[src/rtl/mul_writeback_arbiter_pkg.sv]
// Shared types and constants for the multiplier write-back path.
// Pure declarations: no latency, no state.
// inst_decoded_t carries a result plus its valid bit (reg_data_ready).
package mul_writeback_arbiter_pkg;

    localparam int ARCH_LEN      = 32;
    localparam int REG_ADDR_LEN  = 5;
    localparam int MUL_LATENCY_C = 5;

    typedef struct packed {
        logic                    reg_data_ready;
        logic [REG_ADDR_LEN-1:0] dst_reg;
        logic [ARCH_LEN-1:0]     dst_reg_data;
    } inst_decoded_t;

    typedef struct packed {
        logic [REG_ADDR_LEN-1:0] dst_reg;
        logic [ARCH_LEN-1:0]     dst_reg_data;
    } wb_entry_t;

    // Strip the valid bit so only the write-back payload is stored.
    function automatic wb_entry_t to_wb_entry(input inst_decoded_t inst);
        wb_entry_t e;
        e.dst_reg      = inst.dst_reg;
        e.dst_reg_data = inst.dst_reg_data;
        return e;
    endfunction

endpackage

[src/rtl/mul_writeback_arbiter_fifo.sv]
// Small FIFO buffering multiply results that lost the register-file port.
// Head is visible combinationally on dout; a push is readable the cycle after.
// No backpressure: a push while full (without a pop) is ignored and count saturates.
module wb_result_fifo
    import mul_writeback_arbiter_pkg::*;
#(
    parameter int DEPTH = 4
)(
    input  logic                       clk,
    input  logic                       rst,
    input  logic                       push,
    input  logic                       pop,
    input  wb_entry_t                  din,
    output wb_entry_t                  dout,
    output logic [$clog2(DEPTH+1)-1:0] count,
    output logic                       full,
    output logic                       empty
);

    localparam int PW = $clog2(DEPTH);
    localparam int CW = $clog2(DEPTH+1);

    wb_entry_t      mem [DEPTH];
    logic [PW-1:0]  wr_ptr;
    logic [PW-1:0]  rd_ptr;
    logic           do_push;
    logic           do_pop;

    assign full    = (count == CW'(DEPTH));
    assign empty   = (count == '0);
    assign do_pop  = pop && !empty;
    // A pop in the same cycle frees the slot, so push-while-full is legal then.
    assign do_push = push && (!full || do_pop);
    assign dout    = mem[rd_ptr];

    // Pointers wrap naturally (DEPTH is a power of two); occupancy lives in count.
    always_ff @(posedge clk or posedge rst) begin
        if (rst) begin
            wr_ptr <= '0;
            rd_ptr <= '0;
            count  <= '0;
        end else begin
            if (do_push) wr_ptr <= wr_ptr + 1'b1;
            if (do_pop)  rd_ptr <= rd_ptr + 1'b1;
            case ({do_push, do_pop})
                2'b10:   count <= count + 1'b1;
                2'b01:   count <= count - 1'b1;
                default: count <= count;
            endcase
        end
    end

    // Storage array needs no reset; validity is tracked by count.
    always_ff @(posedge clk) begin
        if (do_push) mem[wr_ptr] <= din;
    end

endmodule

[src/rtl/mul_writeback_arbiter.sv]
// Merges fixed-latency multiply results and valid/ready ALU results into one RF write port.
// Latency: bypass mul or ALU writes 1 cycle after arrival; buffered mul 1 cycle after reaching FIFO head.
// Multiply side has no backpressure (throttled at issue via mul_stall); ALU is held off via alu_ready.
module mul_writeback_arbiter
    import mul_writeback_arbiter_pkg::*;
#(
    parameter int MUL_LATENCY  = MUL_LATENCY_C,
    parameter int FIFO_DEPTH   = 4,
    parameter int STARVE_LIMIT = 3
)(
    input  logic                    clk,
    input  logic                    rst,
    input  logic                    mul_issue,
    input  inst_decoded_t           inst_mul_in,
    input  inst_decoded_t           inst_alu_in,
    output logic                    alu_ready,
    output logic                    mul_stall,
    output logic                    rf_we,
    output logic [REG_ADDR_LEN-1:0] rf_waddr,
    output logic [ARCH_LEN-1:0]     rf_wdata
);

    localparam int CW = $clog2(FIFO_DEPTH+1);
    localparam int IW = $clog2(MUL_LATENCY+1);
    localparam int SW = $clog2(STARVE_LIMIT+1);
    localparam int TW = ((CW > IW) ? CW : IW) + 1;

    logic              mul_vld;
    logic              alu_vld;
    logic              starve;
    logic              alu_win;
    logic              head_win;
    logic              bypass_win;
    logic              win_vld;
    wb_entry_t         win_entry;
    logic              fifo_push;
    logic              fifo_pop;
    wb_entry_t         fifo_dout;
    logic [CW-1:0]     fifo_count;
    logic              fifo_full;
    logic              fifo_empty;
    logic [MUL_LATENCY-1:0] issue_sr;
    logic [IW-1:0]     inflight;
    logic [TW-1:0]     occupancy;
    logic [SW-1:0]     starve_cnt;
    logic              overflow_now;
    logic              dbg_overflow;

    assign mul_vld = inst_mul_in.reg_data_ready;
    assign alu_vld = inst_alu_in.reg_data_ready;
    assign starve  = alu_vld && (starve_cnt >= SW'(STARVE_LIMIT));

    // Pick this cycle's winner: starved ALU, then FIFO head, then bypass mul, then ALU.
    always_comb begin
        alu_win    = 1'b0;
        head_win   = 1'b0;
        bypass_win = 1'b0;
        win_entry  = fifo_dout;
        if (starve)           alu_win    = 1'b1;
        else if (!fifo_empty) head_win   = 1'b1;
        else if (mul_vld)     bypass_win = 1'b1;
        else if (alu_vld)     alu_win    = 1'b1;
        if (alu_win)         win_entry = to_wb_entry(inst_alu_in);
        else if (bypass_win) win_entry = to_wb_entry(inst_mul_in);
        win_vld = alu_win || head_win || bypass_win;
    end

    // Any valid mul that does not take the port directly is buffered at the same edge.
    assign fifo_push = mul_vld && !bypass_win;
    assign fifo_pop  = head_win;

    wb_result_fifo #(
        .DEPTH (FIFO_DEPTH)
    ) u_fifo (
        .clk   (clk),
        .rst   (rst),
        .push  (fifo_push),
        .pop   (fifo_pop),
        .din   (to_wb_entry(inst_mul_in)),
        .dout  (fifo_dout),
        .count (fifo_count),
        .full  (fifo_full),
        .empty (fifo_empty)
    );

    // Count multiplies still inside the multiplier pipeline.
    always_comb begin
        inflight = '0;
        for (int i = 0; i < MUL_LATENCY; i++) begin
            inflight = inflight + IW'(issue_sr[i]);
        end
    end

    // One slot is held back for the cycle where a FIFO head and a starve grant collide.
    assign occupancy = TW'(fifo_count) + TW'(inflight);
    assign mul_stall = !rst && (occupancy >= TW'(FIFO_DEPTH - 1));
    assign alu_ready = !rst && alu_win;

    // Track issued multiplies over the last MUL_LATENCY cycles.
    always_ff @(posedge clk or posedge rst) begin
        if (rst) issue_sr <= '0;
        else     issue_sr <= {issue_sr[MUL_LATENCY-2:0], mul_issue};
    end

    // Count consecutive cycles a valid ALU result was refused.
    always_ff @(posedge clk or posedge rst) begin
        if (rst)                    starve_cnt <= '0;
        else if (alu_vld && !alu_win) starve_cnt <= starve_cnt + 1'b1;
        else                        starve_cnt <= '0;
    end

    // Register the winner; x0 still consumes the slot but never writes.
    always_ff @(posedge clk or posedge rst) begin
        if (rst) begin
            rf_we    <= 1'b0;
            rf_waddr <= '0;
            rf_wdata <= '0;
        end else begin
            rf_we <= win_vld && (win_entry.dst_reg != '0);
            if (win_vld) begin
                rf_waddr <= win_entry.dst_reg;
                rf_wdata <= win_entry.dst_reg_data;
            end
        end
    end

    assign overflow_now = fifo_push && fifo_full && !fifo_pop;

    // Sticky record that a multiply result could not be buffered.
    always_ff @(posedge clk or posedge rst) begin
        if (rst)               dbg_overflow <= 1'b0;
        else if (overflow_now) dbg_overflow <= 1'b1;
    end

    // Flag the overflow in simulation; the throttle should make this unreachable.
    always_ff @(posedge clk) begin
        if (!rst) begin
            assert (!dbg_overflow) else $error("multiply result FIFO overflowed");
        end
    end

endmodule

[config.mk]
export PLATFORM = sky130hd
export DESIGN_NAME = mul_writeback_arbiter
export DESIGN_NICKNAME = d
export VERILOG_FILES = /design/src/rtl/mul_writeback_arbiter_pkg.sv /design/src/rtl/mul_writeback_arbiter_fifo.sv /design/src/rtl/mul_writeback_arbiter.sv
export SDC_FILE = /design/constraint.sdc
export NUM_CORES = 1
export LEC_CHECK = 0
export BUFFER_PORTS_ARGS = -buffer_cell sky130_fd_sc_hd__buf_2
export CAP_MARGIN = 20
export CORE_ASPECT_RATIO = 1.4
export CORE_MARGIN = 2
export CORE_UTILIZATION = 49
export DETAILED_ROUTE_END_ITERATION = 16
export MAX_ROUTING_LAYER = met4
export PLACE_DENSITY = 0.72
export SLEW_MARGIN = 20
export SYNTH_ARGS = -nofsm -noshare
export SYNTH_HDL_FRONTEND = slang
export SYNTH_SLANG_ARGS = --single-unit
export TNS_END_PERCENT = 100
[constraint.sdc]
create_clock -name clk -period 3.97 [get_ports clk]
set_input_delay 0.794 -clock clk [delete_from_list [all_inputs] [get_ports clk]]
set_output_delay 0.794 -clock clk [all_outputs]
set_load 0.01 [all_outputs]
## Yosys cells after proc, flatten, opt, wreduce, memory -nomap -nowiden

Memory sizes are Yosys's and may differ from the RTL's.
Cells that the tools add are included.

| storage, ports and cells | value |
|---|---|
| register bits | 52 |
| RAM bits | 148 |
| bits of input ports | 79 |
| output and inout port bits | 40 |
| logic and storage cells | 58 |
| memories | 1 |

Memory list:

| name | depth | bits a word | read ports | clocked after Yosys merged registers in | wr ports | RTL line | text |
|---|---|---|---|---|---|---|---|
| u_fifo.mem | 4 | 37 | 1 | 0 | 1 | mul_writeback_arbiter_fifo.sv:23 | `wb_entry_t mem [DEPTH];` |

| cells by class | value |
|---|---|
| add/subtract/negate cells | 10 |
| magnitude comparators | 2 |
| equality and inequality tests | 3 |
| mux-type cells | 15 |
| reduce and logical (&&, ||, !) cells | 19 |

Operators by type and width:

| operator | number |
|---|---|
| $mux W37 | 2 |
| $mux W1 | 11 |
| $logic_and A1 B1 Y1 | 8 |
| $add A2 B1 Y2 const B | 3 |
| $add A3 B1 Y3 | 2 |
| $pmux W3 S2 | 1 |
| $logic_not A1 Y1 | 5 |
| $reduce_bool A5 Y1 | 1 |
| $add A3 B3 Y4 | 1 |
| $ge A4 B2 Y1 const B | 1 |
| $add A2 B1 Y3 | 1 |
| $add A3 B1 Y3 const B | 1 |
| $eq A3 B3 Y1 const B | 1 |
| $logic_not A3 Y1 | 1 |
| $logic_or A1 B1 Y1 | 3 |
| $sub A3 B1 Y3 const B | 1 |
| $add A1 B1 Y2 | 1 |
| $eq A2 B1 Y1 const B | 1 |
| $eq A2 B2 Y1 const B | 1 |
| $ge A2 B2 Y1 const B | 1 |
| $mux W2 | 1 |
| $reduce_bool A2 Y1 | 1 |

## Depth between registers and ports, before layout

| logic depth | value |
|---|---|
| depth after elaboration | 8 |
| depth in mapped cells | 11 |
| depth with buffers taken out | 11 |

## Hierarchy

A second synthesis with hierarchy kept.

| unflattened totals | value |
|---|---|
| cell total of the unflattened synthesis | 535 |
| area total of the unflattened synthesis | 8821.0 sq um |

Modules (own cells, without submodules):

| module | instances | cells each | area an instance (sq um) | seq. area each (sq um) |
|---|---|---|---|---|
| wb_result_fifo | 1 | 232 | 5763.0 | 4619.4 |
| mul_writeback_arbiter | 1 | 303 | 3057.9 | 1126.1 |

## Worst setup path after synthesis

Ideal clock, no wire load.

| path | value |
|---|---|
| path kind | register to output |
| start | reg issue_sr[0] |
| end | out mul_stall |
| data arrival time | 2.395 ns |
| required time | 3.176 ns |
| setup slack | 0.781 ns |
| cell stages (with the launch flop) | 9 |
| buffers on the path | 0 |
| cells stage by stage | dfrtp_1 -> fa_1 -> inv_1 -> fa_1 -> inv_1 -> ha_1 -> fa_1 -> a21oi_1 -> a21oi_1 |

| between the ends | value |
|---|---|
| longest elaborated chain between the ends | 7 |

Ends and longest elaborated chain:

| what | RTL line | text |
|---|---|---|
| start, declared | mul_writeback_arbiter.sv:42 | `logic [MUL_LATENCY-1:0] issue_sr;` |
| start signal, assigned | mul_writeback_arbiter.sv:102 | `else issue_sr <= {issue_sr[MUL_LATENCY-2:0], mul_issue};` |
| $add A1 B1 Y2 | mul_writeback_arbiter.sv:90 | `inflight = inflight + IW'(issue_sr[i]);` |
| $add A2 B1 Y3 | mul_writeback_arbiter.sv:90 |  |
| $add A3 B1 Y3 (2 in a row) | mul_writeback_arbiter.sv:90 |  |
| $add A3 B3 Y4 | mul_writeback_arbiter.sv:95 | `assign occupancy = TW'(fifo_count) + TW'(inflight);` |
| $ge A4 B2 Y1 | mul_writeback_arbiter.sv:96 | `assign mul_stall = !rst && (occupancy >= TW'(FIFO_DEPTH - 1));` |
| $logic_and A1 B1 Y1 | mul_writeback_arbiter.sv:96 |  |
| end, declared | mul_writeback_arbiter.sv:17 | `output logic mul_stall,` |

Every way passes these cells.

## Worst setup path after layout

Ends and elaborated chain as after synthesis.

==> impl_metrics.toml <==
[yosys]
ys_top_cells_by_area = "edfxtp_1 52%, dfrtp_1 15%, mux4_2 9.8%"
netlist_area_um2 = 8520
yosys.area_share.simple_pct = 10.0
yosys.area_share.xor_xnor_pct = 0.720
synthAdderAreaFrac_pct = 2.41
yosysTopAreaCell = "edfxtp_1"
yosysWarnings = 0
muxShareOfSynthArea_pct = 9.90
synth_nets = 642
avgSynthCellArea_um2 = 15.5
synth_top_family_by_area = "simple AND/OR/NAND/NOR gates"
synth_seq_cells = 200
synth_top_area_share_pct = 52.2
synth-compound-area-share_pct = 6.52
synthCells = 549
synth_cell_type_count = 38
ys_seq_area_share_pct = 67.5

[final_layout]
drive_above_1_share_pct = 33.9
multi_input_area_um2 = 2530
fillCellCount = 1355
final-seq-area_um2 = 5750
final_nets = 757
area_growth_pct = 15.8

[timing]
drv_slew = 0
finalHoldViolations = 0
tightest_slew_ns = 1.00
relSlewSlack_pct = 33.3
fmax_ghz = 0.265
min_period_over_period_pct = 95.0
setup_viol = 0
rsz0062_at_grt = "no"
finalClockSkew_ns = 0.0125
final.setup.tns_ns = 0
finalCriticalPeriod_ns = 3.77

[pwr]
cellPowerDensity_nw_per_um2 = 734
fin_total_pwr_uw = 7240
ir_drop_mv = 0.323
p_leak_uw = 0.00380

[clock_network]
clk_path_buf_depth = 2
cts_root_buf = "clkbuf_16"
insertion_delay_ns = 0.42
clkSlewWorstSetupHoldPaths_ns = 0.07
clock_sink_count = 200
cts_setup_buffers = 0
cts_resized = 0
cts_tree = "yes"
cts-htree-levels = 4
cts_hold_buffers = 0
cts_buffers = 17

[floorplan]
coreArea_um2 = 17200
start_util_pct = 49.6
die_w_um = 115
chipHeight_um = 160
fp.dieArea_um2 = 18500
rows = 57
io_pins = 119

[worst_setup_path]
crit_fanout = 2
cpPeakStageDelay_ns = 0.54
cp.buffers_inverters = 3
cp.arrival_ns = 2.98
cpMostUsedCell = "fa_1"
worstReg2RegStart = "starve_cnt[0]"
cp_top_family = "adder cells"
setup.worst_path.start = "issue_sr[0]"
critPathCaptureType = "output pin"
crit_type = "reg2out"
critical_path.cell_chain = "fa_1 -> inv_1 -> fa_1 -> inv_1 -> ha_1 -> fa_1 -> a21oi_1 -> a21oi_1 -> buf_2"
critPathLaunchType = "flip-flop"
critPathSlowestCell = "fa_1"
required_ns = 3.18

[global_route]
grt_pass1_vias = 5320
grtUsageMet2_pct = 34.5
grt_busiest_layer = "met2"
track_usage_pct = 20.2
antenna_found_initial = 1
gr-total-overflow = 0
grtUsageMet1_pct = 23.8
grt_start_max_net_pins = 72
grt_pass1_wl_um = 27600
grt_use_met3_pct = 3.00

[detailed_routing]
ant_nets = 0
vias_per_cell = 5.52
routed_wl_um = 17300
wire_per_inst_um = 18.9
drc = 0
firstDrtPassIters = 4
drt-initial-drc-count = 277
vias = 5042

[status]
status = "finished, final reports clean"

[place]
place_congestion = 0.773
port_buffers = 118
hpwlAfterDp_um = 10900

[min_path]
hp-class = "reg2reg"
worstHoldStart = "issue_sr[2]"

[flow_run]
drv_cap = 0
-- metrics by stage --
stage	setup WS, ns	hold WS, ns	util [%]	std cells	cell area (um2)
floorplan	0.781	0.360	-	549	8520
global placement	0.701	0.374	54.0	881	9270
detailed placement	0.632	0.383	54.0	881	9270
CTS	0.178	0.408	57.4	912	9860
global route	0.0892	0.414	57.4	913	9860
finish	0.197	0.406	57.4	913	9860
-- routing by layer --
| metal | vias to the layer above | wire, um |
|---|---|---|
| li1 | 2267 | - |
| met2 | 149 | 9210 |
| met5 | - | 0 |
| met1 | 2589 | 6970 |
| met3 | 37 | 641 |
| met4 | 0 | 486 |
-- kinds of logic (layout without fill, tap and decap cells) --
kind of cell / after synthesis / in the layout
flip-flops: 200 / 200
AND/OR/NAND/NOR: 190 / 190
AO/OA/AOI/OAI: 58 / 58
buffers and inverters: 42 / 169
multiplexers: 38 / 38
adder cells (fa/ha/maj): 14 / 14
XOR/XNOR: 7 / 7
other: 0 / 1
-- report_power, final --
part	internal (uW)	total [uW]	switching [uW]	leakage, uW
combinational	1150	2400	1250	0.00155
sequential	2840	3120	281	0.00196
clock	1020	1720	698	0.000292
-- path summary, 6_finish.rpt --
path,endpoint,slack [ns],cells past startpoint
worst max-delay path,mul_stall,0.20,9
worst min-delay path,issue_sr[3],0.41,0
worst max register to register,u_fifo.mem[2][3],1.49,5
worst min register to register,issue_sr[3],0.41,0
max in group asynchronous,u_fifo.rd_ptr[0],2.68,3
min in group asynchronous,rf_wdata[17],0.44,2
-- cell usage in the layout, fill, tap and decap left out, types with 2 or more instances in the layout --
master     count
a21boi_1       2
and3_1        35
bufinv_16      3
buf_4          8
xor2_1         3
fa_1           4
o31ai_2       26
inv_1         11
ha_1          10
mux4_2        37
dfrtp_2        2
o21ai_1        3
o31ai_1        6
xnor2_1        4
edfxtp_1     148
a31o_1         3
dfrtp_1       50
clkinv_2       4
o21ai_0        2
clkbuf_1       3
buf_2        118
a21oi_1        6
nor2_1        35
and2_2         5
clkbuf_16     17
o2bb2ai_1      2
nand2_1      108
a211o_1        2
clkbuf_8       2
nand2b_1       2
-- sequential cells by signal (all words and copies together), names as in the netlist --
register,count
rf_waddr,5
u_fifo.wr_ptr,2
u_fifo.mem,148
starve_cnt,2
u_fifo.count,3
rf_wdata,32
u_fifo.rd_ptr,2
issue_sr,5
rf_we,1
-- worst register-to-register path, stage by stage, from the launching register on --
cell and delay [ns]:
dfrtp_1 0.39, ha_1 0.28, nand2_1 0.12, xnor2_1 0.12, o31a_1 0.30, and2_2 0.87
-- layout make-up --
cell class / count / area share [%]
Inverter: 12 / 0.457
Clock buffer: 22 / 4.71
Multi-Input combinational cell: 307 / 25.7
Timing Repair Buffer: 126 / 6.60
Tap cell: 236 / 2.99
Antenna cell: 1 / 0.0254
Clock inverter: 9 / 1.24
Sequential cell: 200 / 58.3
-- synth_stat cells, drive strengths merged --
library cell  count
xor2              3
a31o              3
o21ai             6
buf              23
nand2b            2
a21boi            3
a41oi             1
dfrtp            52
ha               10
nor4              1
and3             35
nor2             35
xnor2             4
o31ai            32
o2bb2ai           2
mux4             37
clkbuf            7
mux2i             1
a211o             2
nand2           108
o21a              1
fa                4
edfxtp          148
nand3             1
and2              6
nor3              2
o31a              1
a22oi             1
a21oi             6
inv              12
Note: power is estimated with default switching activity, not from simulation.
